[src/rtl/aiken_word_conv_if.sv]
// Handshake bundle between an Aiken-word source, the converter and a binary consumer.
interface aiken_word_conv_if #(
    parameter int NDIG = 4,
    parameter int OUTW = 14,
    parameter int IDXW = 2
);
    logic                in_valid;
    logic                in_ready;
    logic [4*NDIG-1:0]   in_aiken;
    logic                out_valid;
    logic                out_ready;
    logic [OUTW-1:0]     out_bin;
    logic                out_invalid;
    logic [IDXW-1:0]     out_err_idx;

    modport master (
        output in_valid, in_aiken, out_ready,
        input  in_ready, out_valid, out_bin, out_invalid, out_err_idx
    );

    modport slave (
        input  in_valid, in_aiken, out_ready,
        output in_ready, out_valid, out_bin, out_invalid, out_err_idx
    );
endinterface

[src/rtl/aiken_word_conv.sv]
// Serial Aiken (2-4-2-1) word to binary converter: one digit per clock, MSD first,
// acc = acc*10 + digit, first (most significant) illegal digit is flagged.
//
// state | meaning
// IDLE  | ready for a new word, outputs cleared
// CONV  | decoding one digit per cycle from the top nibble of the shift register
// DONE  | result held on the output until the consumer takes it
module aiken_word_conv #(
    parameter int NDIG = 4,
    parameter int OUTW = 14,
    parameter int IDXW = 2
) (
    input  logic                clk,
    input  logic                rst,
    aiken_word_conv_if.slave    bus
);
    localparam int W = 4 * NDIG;

    typedef enum logic [1:0] {IDLE, CONV, DONE} state_t;

    state_t            state;
    state_t            state_nxt;
    logic [W-1:0]      sreg;
    logic [OUTW-1:0]   acc;
    logic [IDXW-1:0]   cnt;
    logic              err;
    logic [IDXW-1:0]   err_idx;
    logic [OUTW-1:0]   out_bin_r;
    logic              out_inv_r;
    logic [IDXW-1:0]   out_idx_r;

    logic [3:0]        nib;
    logic [3:0]        dig_val;
    logic              dig_bad;
    logic [OUTW-1:0]   acc_nxt;
    logic              err_nxt;
    logic [IDXW-1:0]   err_idx_nxt;
    logic              last;

    assign nib  = sreg[W-1 -: 4];
    assign last = (cnt == '0);

    // Shared digit decoder; illegal codes 0101-1010 contribute zero.
    always_comb begin
        dig_val = 4'd0;
        dig_bad = 1'b0;
        if (nib <= 4'd4) begin
            dig_val = nib;
        end else if (nib >= 4'hB) begin
            dig_val = nib - 4'd6;
        end else begin
            dig_bad = 1'b1;
        end
    end

    // Next accumulator and error tracking; only the first illegal digit records its index.
    always_comb begin
        acc_nxt     = acc * OUTW'(10) + OUTW'(dig_val);
        err_nxt     = err | dig_bad;
        err_idx_nxt = (dig_bad && !err) ? cnt : err_idx;
    end

    // FSM state register.
    always_ff @(posedge clk or posedge rst) begin
        if (rst) begin
            state <= IDLE;
        end else begin
            state <= state_nxt;
        end
    end

    // FSM next-state logic.
    always_comb begin
        state_nxt = state;
        case (state)
            IDLE:    if (bus.in_valid) state_nxt = CONV;
            CONV:    if (last)         state_nxt = DONE;
            DONE:    if (bus.out_ready) state_nxt = IDLE;
            default: state_nxt = IDLE;
        endcase
    end

    // Datapath: capture, per-digit accumulate/shift, register the result, clear on handoff.
    always_ff @(posedge clk or posedge rst) begin
        if (rst) begin
            sreg      <= '0;
            acc       <= '0;
            cnt       <= '0;
            err       <= 1'b0;
            err_idx   <= '0;
            out_bin_r <= '0;
            out_inv_r <= 1'b0;
            out_idx_r <= '0;
        end else begin
            case (state)
                IDLE: begin
                    if (bus.in_valid) begin
                        sreg    <= bus.in_aiken;
                        acc     <= '0;
                        cnt     <= IDXW'(NDIG - 1);
                        err     <= 1'b0;
                        err_idx <= '0;
                    end
                end
                CONV: begin
                    sreg    <= sreg << 4;
                    acc     <= acc_nxt;
                    err     <= err_nxt;
                    err_idx <= err_idx_nxt;
                    if (!last) begin
                        cnt <= cnt - IDXW'(1);
                    end else begin
                        out_bin_r <= err_nxt ? '0 : acc_nxt;
                        out_inv_r <= err_nxt;
                        out_idx_r <= err_idx_nxt;
                    end
                end
                DONE: begin
                    if (bus.out_ready) begin
                        out_bin_r <= '0;
                        out_inv_r <= 1'b0;
                        out_idx_r <= '0;
                    end
                end
                default: ;
            endcase
        end
    end

    assign bus.in_ready    = (state == IDLE) && !rst;
    assign bus.out_valid   = (state == DONE);
    assign bus.out_bin     = out_bin_r;
    assign bus.out_invalid = out_inv_r;
    assign bus.out_err_idx = out_idx_r;
endmodule

[src/flat_wrapper.sv]
// flat-port wrapper written by rule: the top's interface ports become plain ports
module aiken_word_conv_flat 
#(
    parameter int NDIG = 4,
    parameter int OUTW = 14,
    parameter int IDXW = 2
)
  (clk, rst, bus_in_valid, bus_in_aiken, bus_out_ready, bus_in_ready, bus_out_valid, bus_out_bin, bus_out_invalid, bus_out_err_idx);
  aiken_word_conv_if #(.NDIG(NDIG), .OUTW(OUTW), .IDXW(IDXW)) bus_i ();
  input  logic clk;
  input  logic rst;
  input wire logic [$bits(bus_i.in_valid)-1:0] bus_in_valid;
  input wire logic [$bits(bus_i.in_aiken)-1:0] bus_in_aiken;
  input wire logic [$bits(bus_i.out_ready)-1:0] bus_out_ready;
  output wire logic [$bits(bus_i.in_ready)-1:0] bus_in_ready;
  output wire logic [$bits(bus_i.out_valid)-1:0] bus_out_valid;
  output wire logic [$bits(bus_i.out_bin)-1:0] bus_out_bin;
  output wire logic [$bits(bus_i.out_invalid)-1:0] bus_out_invalid;
  output wire logic [$bits(bus_i.out_err_idx)-1:0] bus_out_err_idx;
  assign bus_i.in_valid = bus_in_valid;
  assign bus_i.in_aiken = bus_in_aiken;
  assign bus_i.out_ready = bus_out_ready;
  assign bus_in_ready = bus_i.in_ready;
  assign bus_out_valid = bus_i.out_valid;
  assign bus_out_bin = bus_i.out_bin;
  assign bus_out_invalid = bus_i.out_invalid;
  assign bus_out_err_idx = bus_i.out_err_idx;
  aiken_word_conv #(.NDIG(NDIG), .OUTW(OUTW), .IDXW(IDXW)) u_core (.clk(clk), .rst(rst), .bus(bus_i));
endmodule
[config.mk]
export PLATFORM = sky130hd
export DESIGN_NAME = aiken_word_conv_flat
export DESIGN_NICKNAME = d
export VERILOG_FILES = /design/src/rtl/aiken_word_conv_if.sv /design/src/rtl/aiken_word_conv.sv /design/src/flat_wrapper.sv
export SDC_FILE = /design/constraint.sdc
export NUM_CORES = 1
export LEC_CHECK = 0
export ABC_AREA = 1
export BUFFER_PORTS_ARGS = -buffer_cell sky130_fd_sc_hd__clkbuf_2
export CAP_MARGIN = 40
export CORE_MARGIN = 2
export CORE_UTILIZATION = 57
export CTS_CLUSTER_SIZE = 40
export DETAILED_ROUTE_END_ITERATION = 6
export PLACE_DENSITY_LB_ADDON = 0.12
export REMOVE_ABC_BUFFERS = 1
export SLEW_MARGIN = 20
export SYNTH_ARGS = -nofsm -noshare
export SYNTH_HDL_FRONTEND = slang
export SYNTH_SLANG_ARGS = --single-unit
[constraint.sdc]
create_clock -name clk -period 6.6 [get_ports clk]
set_input_delay 0.99 -clock clk [delete_from_list [all_inputs] [get_ports clk]]
set_output_delay 0.99 -clock clk [all_outputs]
set_load 0.02 [all_outputs]
Word level (Yosys, flattened, before mapping)
Index checks and enable logic that the tools add are counted.
{ "word_totals": {"in_bits": 20, "wordCells": 63, "ff_bits": 54, "out_inout_bits": 19} }
{ "classes": {"mux": 29, "add_sub_neg": 3, "bitwise_logic": 1, "order_cmp": 2, "eq_ne": 6, "n_reduce_logical": 12, "mul": 1} }
{ "op_table": {"columns": ["op", "count"], "rows": [
  ["$mux W14", 4],
  ["$pmux W14 S2", 2],
  ["$pmux W16 S2", 1],
  ["$mux W16", 1],
  ["$mux W2", 8],
  ["$add A14 B4 Y14", 1],
  ["$mul A14 B3 Y13 const B", 1],
  ["$pmux W2 S2", 3],
  ["$reduce_and A3 Y1", 3],
  ["$mux W4", 2],
  ["$ne A2 B2 Y1 const B", 3],
  ["$pmux W2 S3", 1],
  ["$mux W1", 5],
  ["$ge A4 B4 Y1 const B", 1],
  ["$le A4 B3 Y1 const B", 1],
  ["$logic_not A2 Y1", 2],
  ["$pmux W1 S2", 2],
  ["$reduce_bool A2 Y1", 2],
  ["$sub A4 B3 Y4 const B", 1],
  ["$eq A2 B1 Y1 const B", 1],
  ["$eq A2 B2 Y1 const B", 1],
  ["$logic_and A1 B1 Y1", 2],
  ["$logic_not A1 Y1", 2],
  ["$ne A2 B1 Y1 const B", 1],
  ["3 further kinds", 3]
]} }

Longest topological paths before layout
Gate-level depths: netlist of run 1.
{ "depth": {"ltp_word": 7, "depth_mapped": 16, "depth_no_buf": 16} }

Worst setup path after synthesis of run 1
Ideal clock, no wire load.
{ "synth_path": {"kind": "input-to-output", "start": "in rst", "end": "out bus_in_ready", "path_stages": 1, "path_slack_ps": 4165, "t_arrival_ps": 1445, "t_required_ps": 5610, "path_buffers": 0, "cell_sequence": "nor3_1"} }
{ "synth_via": {"elab_chain_len": 2} }
{ "synth_lines": {"columns": ["item", "line", "source"], "rows": [
  ["start, declared", "flat_wrapper.sv:11", "input logic rst;"],
  ["$logic_not A1 Y1 (no source line)", null, null],
  ["$logic_and A1 B1 Y1", "aiken_word_conv.sv:130", "assign bus.in_ready = (state == IDLE) && !rst;"],
  ["end, declared", "flat_wrapper.sv:15", "output wire logic [$bits(bus_i.in_ready)-1:0] bus_in_ready;"]
]} }
Every way passes these cells.

Worst setup path after layout of run 1
{ "layout_path": {"start": "reg u_core.acc[1]", "end": "reg u_core.out_bin_r[12] (netlist: u_core.bus.out_bin[12])"} }
{ "layout_via": {"elab_chain_len": 5} }
{ "layout_lines": {"columns": ["item", "line", "source"], "rows": [
  ["start, declared", "aiken_word_conv.sv:24", "logic [OUTW-1:0] acc;"],
  ["start signal, assigned", "aiken_word_conv.sv:107", "acc <= acc_nxt;"],
  ["$mul A14 B3 Y13", "aiken_word_conv.sv:58", "acc_nxt = acc * OUTW'(10) + OUTW'(dig_val);"],
  ["$add A14 B4 Y14", "aiken_word_conv.sv:58", null],
  ["$mux W14", "aiken_word_conv.sv:113", "out_bin_r <= err_nxt ? '0 : acc_nxt;"],
  ["$mux W14", "aiken_word_conv.sv:110", "if (!last) begin"],
  ["$pmux W14 S2", "aiken_word_conv.sv:95", "case (state)"],
  ["end signal, assigned", "aiken_word_conv.sv:113", null],
  ["end, declared", "aiken_word_conv.sv:28", "logic [OUTW-1:0] out_bin_r;"]
]} }
Every way passes these cells. The select of a mux whose other input is x is not followed.
A chain may end at the register's enable or synchronous reset.

==> results of run 1 <==
[flip-flops by register name (all words and copies together) (netlist names)]
signal,count
u_core.sreg,16
u_core.bus.out_bin,14
u_core.acc,13
u_core.bus.out_err_idx,2
u_core.cnt,2
u_core.err_idx,2
u_core.state,2
u_core.bus.out_invalid,1
u_core.err,1
[area by class of cell]
type                            count  share of cell area
Multi-Input combinational cell    277              0.4575
Sequential cell                    53              0.3691
Timing Repair Buffer               40             0.06267
Inverter                           60             0.06267
Tap cell                           72             0.02507
Clock buffer                        6             0.02019
Clock inverter                      2            0.002786
[layer usage]
metal  wire length [um]  up-vias  GRT usage
li1                   -     1367          -
met1               3139     1228     0.3180
met2               2995       43     0.3555
met3                195        6    0.03507
met4                 69        0    0.06724
met5                  0        -          0
[worst max-delay path by stage]
stage	startpoint	end	slack (ns)	cells past startpoint
after CTS	u_core.state[1]	u_core.cnt[1]	3.69	7
after detailed placement	u_core.state[1]	u_core.cnt[1]	3.72	7
after floorplan	rst	bus_in_ready	4.16	1
after global placement	u_core.state[1]	u_core.cnt[1]	3.80	7
final	u_core.acc[1]	u_core.bus.out_bin[12]	3.97	13
after global routing	u_core.acc[1]	u_core.bus.out_bin[12]	3.77	13
[worst max-delay path, cell delays in order, from the launching register on]
cell and delay [ns]:
dfrtp_1 0.46, ha_1 0.32, ha_1 0.22, fa_1 0.45
nand2_1 0.10, nand2_1 0.10, nand3_1 0.15, nand2_1 0.09
nand2_1 0.10, nand2_4 0.07, nor2_4 0.15, nand4_1 0.15
nand3_1 0.12, nand2_1 0.06
[metrics by stage]
step / hold slack (ns) / area [um^2]
floorplan: 0.4531 / 3196
global placement: 0.4645 / 3476
detailed placement: 0.4651 / 3496
CTS: 0.4903 / 3578
global route: 0.5198 / 3593
finish: 0.4895 / 3593
[Yosys cell counts (5+ instances only)]
cell,n,area (um^2)
inv_2,5,18.77
a21oi_1,8,40.04
nand3_1,25,125.1
nor2_1,11,41.29
inv_1,55,206.5
ha_1,24,300.3
o211ai_1,12,90.09
nand2_1,108,405.4
o21ai_0,38,190.2
nor2_4,5,56.30
xnor2_1,5,43.79
dfrtp_1,53,1326
[cell families after synthesis]
kind of cell | synth area share
simple gates | 0.2416
compound gates | 0.1342
buf+inv | 0.08972
flops | 0.4064
fa+ha+maj | 0.1043
xor+xnor | 0.02377
==> metrics.md, run 1 <==
| Metric | Value |
|---|---|
| Min Tclk post-route | 2.634 ns |
| Syn_area_per_cell | 8.158 um^2 |
| RR Startpoint | u_core.acc[1] |
| Startpoint types | register |
| RD Place Congestion | 0.8358 |
| Die Wd | 79.66 um |
| Final hold violation count | 0 |
| Post-synth ARST share | 1.000 |
| Core area | 5507 um^2 |
| DR DRC count | 0 |
| Seq/Total Area, Yosys | 0.4064 |
| Nets | 483 |
| Area of the multi-input gates | 1644 um^2 |
| CP Class | reg -> reg |
| Final worst setup slack | 3.966 ns |
| Hold Startpoint | u_core.bus.out_bin[12] |
| Max_cap viols | 0 |
| Mapped cell area | 3263 um^2 |
| Setup violators final | 0 |
| Die Area | 6346 um^2 |
| Hold Crit Class | reg -> reg |
| Layout Utilization | 0.6526 |
| R2R Setup Slk | 3.97 ns |
| CTS Buffer Depth | 2 |
| Drt total wl | 6.399 mm |
| Clock-pin slew on the worst setup and hold paths | 0.10 ns |
| Final period util | 0.3990 |
| Commonest cells after routing, fill and taps aside | nand2_1, inv_1, dfrtp_1 |
| Number of diodes | 0 |
| Post-Place Setup Slack | 3.716 ns |
| Worst-path fanout max | 5 |
| Number of global-route vias before repair | 2466 |
| # IOs | 39 |
| Setup TNS | 0 ns |
| Worst Hold Depth | 2 |
| Final Max Slew Viols | 0 |
| Total grt overflow | 0 |
| Antenna violations before repair | 0 |
| Fraction of layout cells with a size suffix above 1 | 0.1758 |
| Antenna Violating Nets Remaining | 0 |
| Detailed Place HPWL | 4.880 mm |
| Setup Fix Bufs, Post-CTS | 0 |
| Slew at the pin closest to its max-slew limit | 0.6545 ns |
| Status | finished, final reports clean |
| FMAX | 379.7 MHz |
| #FFs+latches synth | 53 |
| Non-Filler Instances | 510 |
| Clk_lat worst skew | 0.30 ns |
| Vias post-DR | 2644 |
| Die height | 79.66 um |
| Worst Path Arrival | 2.83 ns |
| Hold-fix buffers at CTS | 0 |
| Reg-to-reg endpoint | u_core.bus.out_bin[12] |
| Commonest non-fill, non-tap cell in the layout | nand2_1 |
| Largest net degree at the start of global routing | 33 |
| RSZ-0062 raised after global routing | no |
| FP Rows | 27 |
| Warning count from the yosys run | 0 |
| Placed insts | 501 |
| Crit end category | register |
| Syn Inst Count | 400 |
| Worst path required time | 6.80 ns |
| FF+latch area | 1326 um^2 |
| Root Driver | clkbuf_8 |
| DR vias/cell | 5.184 |
| Routed wire per std cell | 12.55 um |
| Endpoint, Worst Hold | u_core.bus.out_bin[12] |
| Layout fillers | 491 |
| Post-synth top flop | dfrtp_1 |
| H-tree depth | 2 |
| Max_slew headroom | 0.5626 |
| # clock sinks | 53 |
| Layout Skew | 0.008915 ns |
| Post-cts resize count | 0 |
| TritonCTS buffer count | 5 |
| Worst r2r path cells | 13 |
| Global Route Usage Sum | 0.2242 |
| Port bufs | 38 |
| Synth unique cells | 38 |
| EDFF count, synth | 0 |
| Area growth from synthesis to layout | 10.12% |
| Global-route wire length before repair | 11.21 mm |
| Pre-Repair DR Iteration Count | 5 |
| CTS tree | built |
| Iteration-0 DRC Markers | 97 |
| Initial Util | 0.5926 |
Power of run 1 is not shown: default switching activity piles up to over one toggle a cycle in this logic, so the estimate is an artifact.
==> run 2: changes to the inputs <==
- clock period: 6.6 -> 2.6 ns (I/O delays scaled with it)
==> run 2 against run 1 <==
Effect of this change: worst setup slack got worse by 3.8 ns; global-route usage decreased by 0.45 points; worst hold slack got worse by 0.39 ns; count of clock-buffer cells in the layout unchanged; routed wire length decreased by 0.19%; flip-flop and latch count unchanged; first-iteration DRC count increased by 96%; non-clock buffer count increased by 3; clock skew decreased by 0.0011 ns; via count increased by 1.2%.
==> metrics.md, run 2 (synthesized netlist as in run 1, its figures left out) <==
| Metric | Value |
|---|---|
| Grt met2 use | 0.3697 |
| M3 GR Usage | 0.03733 |
| Worst r2r path cells | 11 |
| Worst path required time | 2.85 ns |
| DR vias/cell | 5.216 |
| Fraction of layout cells with a size suffix above 1 | 0.1905 |
| R2R Setup Slk | 0.12 ns |
| Number of diodes | 0 |
| Crit end category | register |
| Global Route Usage Sum | 0.2197 |
| TritonCTS buffer count | 5 |
| DR DRC count | 0 |
| CTS Buffer Depth | 2 |
| Largest net degree at the start of global routing | 54 |
| Detailed Place HPWL | 4.840 mm |
| Met1 usage | 0.2921 |
| Root Driver | clkbuf_8 |
| Final period util | 0.9523 |
| Pre-Repair DR Iteration Count | 4 |
| Status | finished, final reports clean |
| Port bufs | 38 |
| Initial Util | 0.5926 |
| RD Place Congestion | 0.8058 |
| Core area | 5507 um^2 |
| Worst-path fanout max | 4 |
| Routed wire per std cell | 12.45 um |
| Iteration-0 DRC Markers | 190 |
| Antenna Violating Nets Remaining | 0 |
| Total grt overflow | 0 |
| Hold Crit Class | in -> async |
| Layout Skew | 0.007822 ns |
| # IOs | 39 |
| Final Max Slew Viols | 0 |
| RR Startpoint | u_core.acc[1] |
| Area growth from synthesis to layout | 11.00% |
| Antenna violations before repair | 0 |
| End of the critical path | u_core.acc[11] |
| Commonest non-fill, non-tap cell in the layout | nand2_1 |
| Number of global-route vias before repair | 2535 |
| Setup violators final | 0 |
| H-tree depth | 2 |
| Commonest cells after routing, fill and taps aside | nand2_1, inv_1, dfrtp_1 |
| Slew at the pin closest to its max-slew limit | 0.3992 ns |
| Min Tclk post-route | 2.476 ns |
| Final hold violation count | 0 |
| Die height | 79.66 um |
| Drt total wl | 6.387 mm |
| Clock-pin slew on the worst setup and hold paths | 0.09 ns |
| Vias post-DR | 2676 |
| Worst hold slack | 0.1041 ns |
| CP Class | reg -> reg |
| Placed insts | 503 |
| RSZ-0062 raised after global routing | yes |
| Worst Path Arrival | 2.72 ns |
| Max_cap viols | 0 |
| Crit path launch | u_core.acc[1] |
| Largest register FFs | 16 |
| Global-route wire length before repair | 11.01 mm |
| Most Crowded Layer GR | met2 |
| # clock sinks | 53 |
| Non-Filler Instances | 513 |
| FMAX | 403.9 MHz |
| Most flops, register | u_core.sreg |
| CTS tree | built |
| FP Rows | 27 |
| Nets | 486 |
| Die Area | 6346 um^2 |
| Max_slew headroom | 0.7335 |
| Startpoint types | register |
| Die Wd | 79.66 um |
| Hold-fix buffers at CTS | 0 |
| Clk_lat worst skew | 0.30 ns |
| Reg-to-reg endpoint | u_core.acc[11] |
## run 2: cell types whose count changed in the layout (fill, tap and decap cells not counted)
cell / delta
a22oi_2: +1
dfrtp_2: +1
buf_8: -1
fa_1: -1
a22oi_1: -1
buf_4: +4
nand3_1: -1
fa_2: +1
dfrtp_1: -1
nand3_2: +1
## run 2: worst max-delay path: stages (launching register included)
cell and delay (ns):
dfrtp_2 0.43, ha_1 0.30, ha_1 0.23, fa_2 0.57, nand3_1 0.14, nor2_4 0.15
nand3_4 0.10, nor2_4 0.13, inv_2 0.06, o21ai_2 0.15, nand3_1 0.10, nand2_1 0.06
## run 2: final cells by class
class	count	area [um^2]
Fill cell	503	1884
Clock inverter	2	10.01
Timing Repair Buffer	43	240.2
Sequential cell	53	1328
Tap cell	72	90.09
Multi-Input combinational cell	277	1657
Clock buffer	6	72.57
Inverter	60	225.2
## run 2: metal layers
metal	wire, um	vias to the layer above
li1	-	1377
met5	0	-
met3	252	2
met1	2997	1254
met4	27	0
met2	3110	43
## run 2: worst min-delay path by stage
stage / from / slack [ns] / to
floorplan: u_core.acc[11] / 0.45 / u_core.acc[11]
global placement: rst / 0.46 / u_core.state[1]
detailed placement: rst / 0.46 / u_core.state[1]
CTS: rst / 0.13 / u_core.state[1]
global route: rst / 0.15 / u_core.state[1]
finish: rst / 0.10 / u_core.state[1]
## run 2: repair_timing
| action | in CTS | in global routing |
|---|---|---|
| hold endpoints to repair | 0 | 0 |
| gates resized for setup | 0 | 4 |
| buffers inserted | 0 | 2 |
| endpoints found under the setup margin | 0 | 7 |
## run 2: metrics by stage
| stage | setup slack (ns) | setup TNS (ns) | utilization | instance area, um^2 |
|---|---|---|---|---|
| floorplan | 0.2673 | 0 | - | 3196 |
| global placement | 0.1753 | 0 | 0.6376 | 3511 |
| detailed placement | 0.06513 | 0 | 0.6376 | 3511 |
| CTS | 0.04771 | 0 | 0.6526 | 3593 |
| global route | -0.01063 | -0.02192 | 0.6578 | 3622 |
| finish | 0.1240 | 0 | 0.6578 | 3622 |
Power of run 2 is left out for the same reason.
==> run 3: changes to the inputs <==
- CORE_ASPECT_RATIO: default -> 0.75
- CORE_UTILIZATION: 57 -> 45
- REMOVE_ABC_BUFFERS: 1 -> default
==> run 3 against run 2 <==
Effect of this change: global-route usage shrank 2.8 points; via count fell by 2.2%; core utilization down 13 points; cell area grew 0.90%; count of clock-buffer cells in the layout unchanged; routed wire length grew 9.3%; non-clock buffer count fell by 1; sequential share of layout area shrank 0.33 points; critical path type unchanged; largest cell class unchanged.
==> metrics.md, run 3 (synthesized netlist as in run 1, its figures left out) <==
| Metric | Value |
|---|---|
| Status | finished, final reports clean |
| Drt total wl | 6.979 mm |
| Port bufs | 38 |
| RD Place Congestion | 0.8395 |
| CP Class | reg -> reg |
| FP Rows | 26 |
| Commonest cells after routing, fill and taps aside | nand2_1, inv_1, dfrtp_1 |
| Commonest non-fill, non-tap cell in the layout | nand2_1 |
| # clock sinks | 53 |
| Pre-Repair DR Iteration Count | 4 |
| Crit end category | register |
| Crit path largest cell delay | 0.56 ns |
| Hold-fix buffers at CTS | 0 |
| H-tree depth | 2 |
| Post-Place Setup Slack | 0.08819 ns |
| Final Max Slew Viols | 0 |
| Setup violators final | 0 |
| Die height | 77.75 um |
| DR DRC count | 0 |
| Max_cap viols | 0 |
| # IOs | 39 |
| Min Tclk post-route | 2.448 ns |
| Number of diodes | 0 |
| Root Driver | clkbuf_8 |
| Clk_lat worst skew | 0.31 ns |
| Die Area | 7956 um^2 |
| Antenna Violating Nets Remaining | 0 |
| Fraction of layout cells with a size suffix above 1 | 0.1909 |
| Total grt overflow | 0 |
| Number of global-route vias before repair | 2431 |
| CTS tree | built |
| Detailed Place HPWL | 5.183 mm |
| Startpoint types | register |
| Global-route wire length before repair | 11.83 mm |
| Clock-pin slew on the worst setup and hold paths | 0.10 ns |
| Nets | 485 |
| Cells along the critical path | ha_1, ha_1, fa_2, nand3_1, nor2_4, nand3_4, nor2_4, inv_2, o21ai_2, nand3_1, nand2_1 |
| Max_slew headroom | 0.6150 |
| Antenna violations before repair | 0 |
| Iteration-0 DRC Markers | 81 |
| Largest net degree at the start of global routing | 31 |
| Cell with the largest stage delay on the worst path | fa_2 |
| Largest register FFs | 16 |
| Vias post-DR | 2618 |
| Worst path required time | 2.86 ns |
| Slew at the pin closest to its max-slew limit | 0.5767 ns |
| Global Route Usage Sum | 0.1913 |
| Core area | 6929 um^2 |
| FMAX | 408.5 MHz |
| Syn nets | 446 |
| DR vias/cell | 4.866 |
| Initial Util | 0.4709 |
| TritonCTS buffer count | 5 |
| RSZ-0062 raised after global routing | no |
| Worst Path Arrival | 2.71 ns |
| Worst-path fanout max | 4 |
| Setup TNS | 0 ns |
| Routed wire per std cell | 12.97 um |
| Die Wd | 102.3 um |
| Final worst setup slack | 0.1522 ns |
| Hold Crit Class | in -> async |
| CTS Buffer Depth | 2 |
| Layout Skew | 0.008177 ns |
| Most flops, register | u_core.sreg |
| Area growth from synthesis to layout | 12.00% |
| Final period util | 0.9415 |
| Final hold violation count | 0 |
-- run 3: path summary, 6_finish.rpt --
kind,startpoint,endpoint,slack [ns],cells past startpoint
hold reg to reg,u_core.bus.out_bin[10],u_core.bus.out_bin[10],0.49,2
setup reg to reg,u_core.acc[1],u_core.acc[11],0.15,11
setup / recovery,u_core.acc[1],u_core.acc[11],0.15,11
hold / removal,rst,u_core.state[1],0.12,2
min in group clk,bus_out_ready,u_core.state[1],0.27,2
max in group asynchronous,rst,u_core.acc[1],1.90,3
-- run 3: what timing repair did --
| item | in CTS | in global routing |
|---|---|---|
| gates resized for setup | 0 | 5 |
| endpoints found under the setup margin | 0 | 7 |
| buffers inserted | 0 | 1 |
-- run 3: cell type report --
| type | instances | area (um^2) |
|---|---|---|
| inverters | 60 | 225.2 |
| clock inverters | 2 | 15.01 |
| flip-flops and latches | 53 | 1328 |
| clock buffers | 6 | 72.57 |
| multi-input cells | 277 | 1659 |
| well taps | 98 | 122.6 |
| repair buffers | 42 | 232.7 |
| fillers | 683 | 3274 |
-- run 3: worst max-delay path, delay by kind of cell (launching register included) --
family | cells | cell delay, ns
adder cells (fa/ha/maj) | 3 | 1.10
AND/OR/NAND/NOR | 6 | 0.67
buffers and inverters | 1 | 0.05
flip-flops | 1 | 0.45
AO/OA/AOI/OAI | 1 | 0.14
-- run 3: per-stage QoR --
step | std cells | hold WS, ns | util | cell area [um^2]
final | 538 | 0.1156 | 0.5274 | 3655
after global routing | 538 | 0.1701 | 0.5274 | 3655
after CTS | 537 | 0.1400 | 0.5240 | 3631
after detailed placement | 529 | 0.4689 | 0.5114 | 3543
after global placement | 529 | 0.4586 | 0.5114 | 3543
after floorplan | 400 | 0.4531 | - | 3263
-- run 3: layer usage --
layer,up-vias,routed length [um],part of all wire,track usage
met5,-,0,0,0
met2,40,2961,0.42,0.2809
met4,0,52,0.0075,0.03600
met3,7,246,0.035,0.04054
met1,1194,3718,0.53,0.2919
li1,1377,-,-,-
Power of run 3 is left out for the same reason.
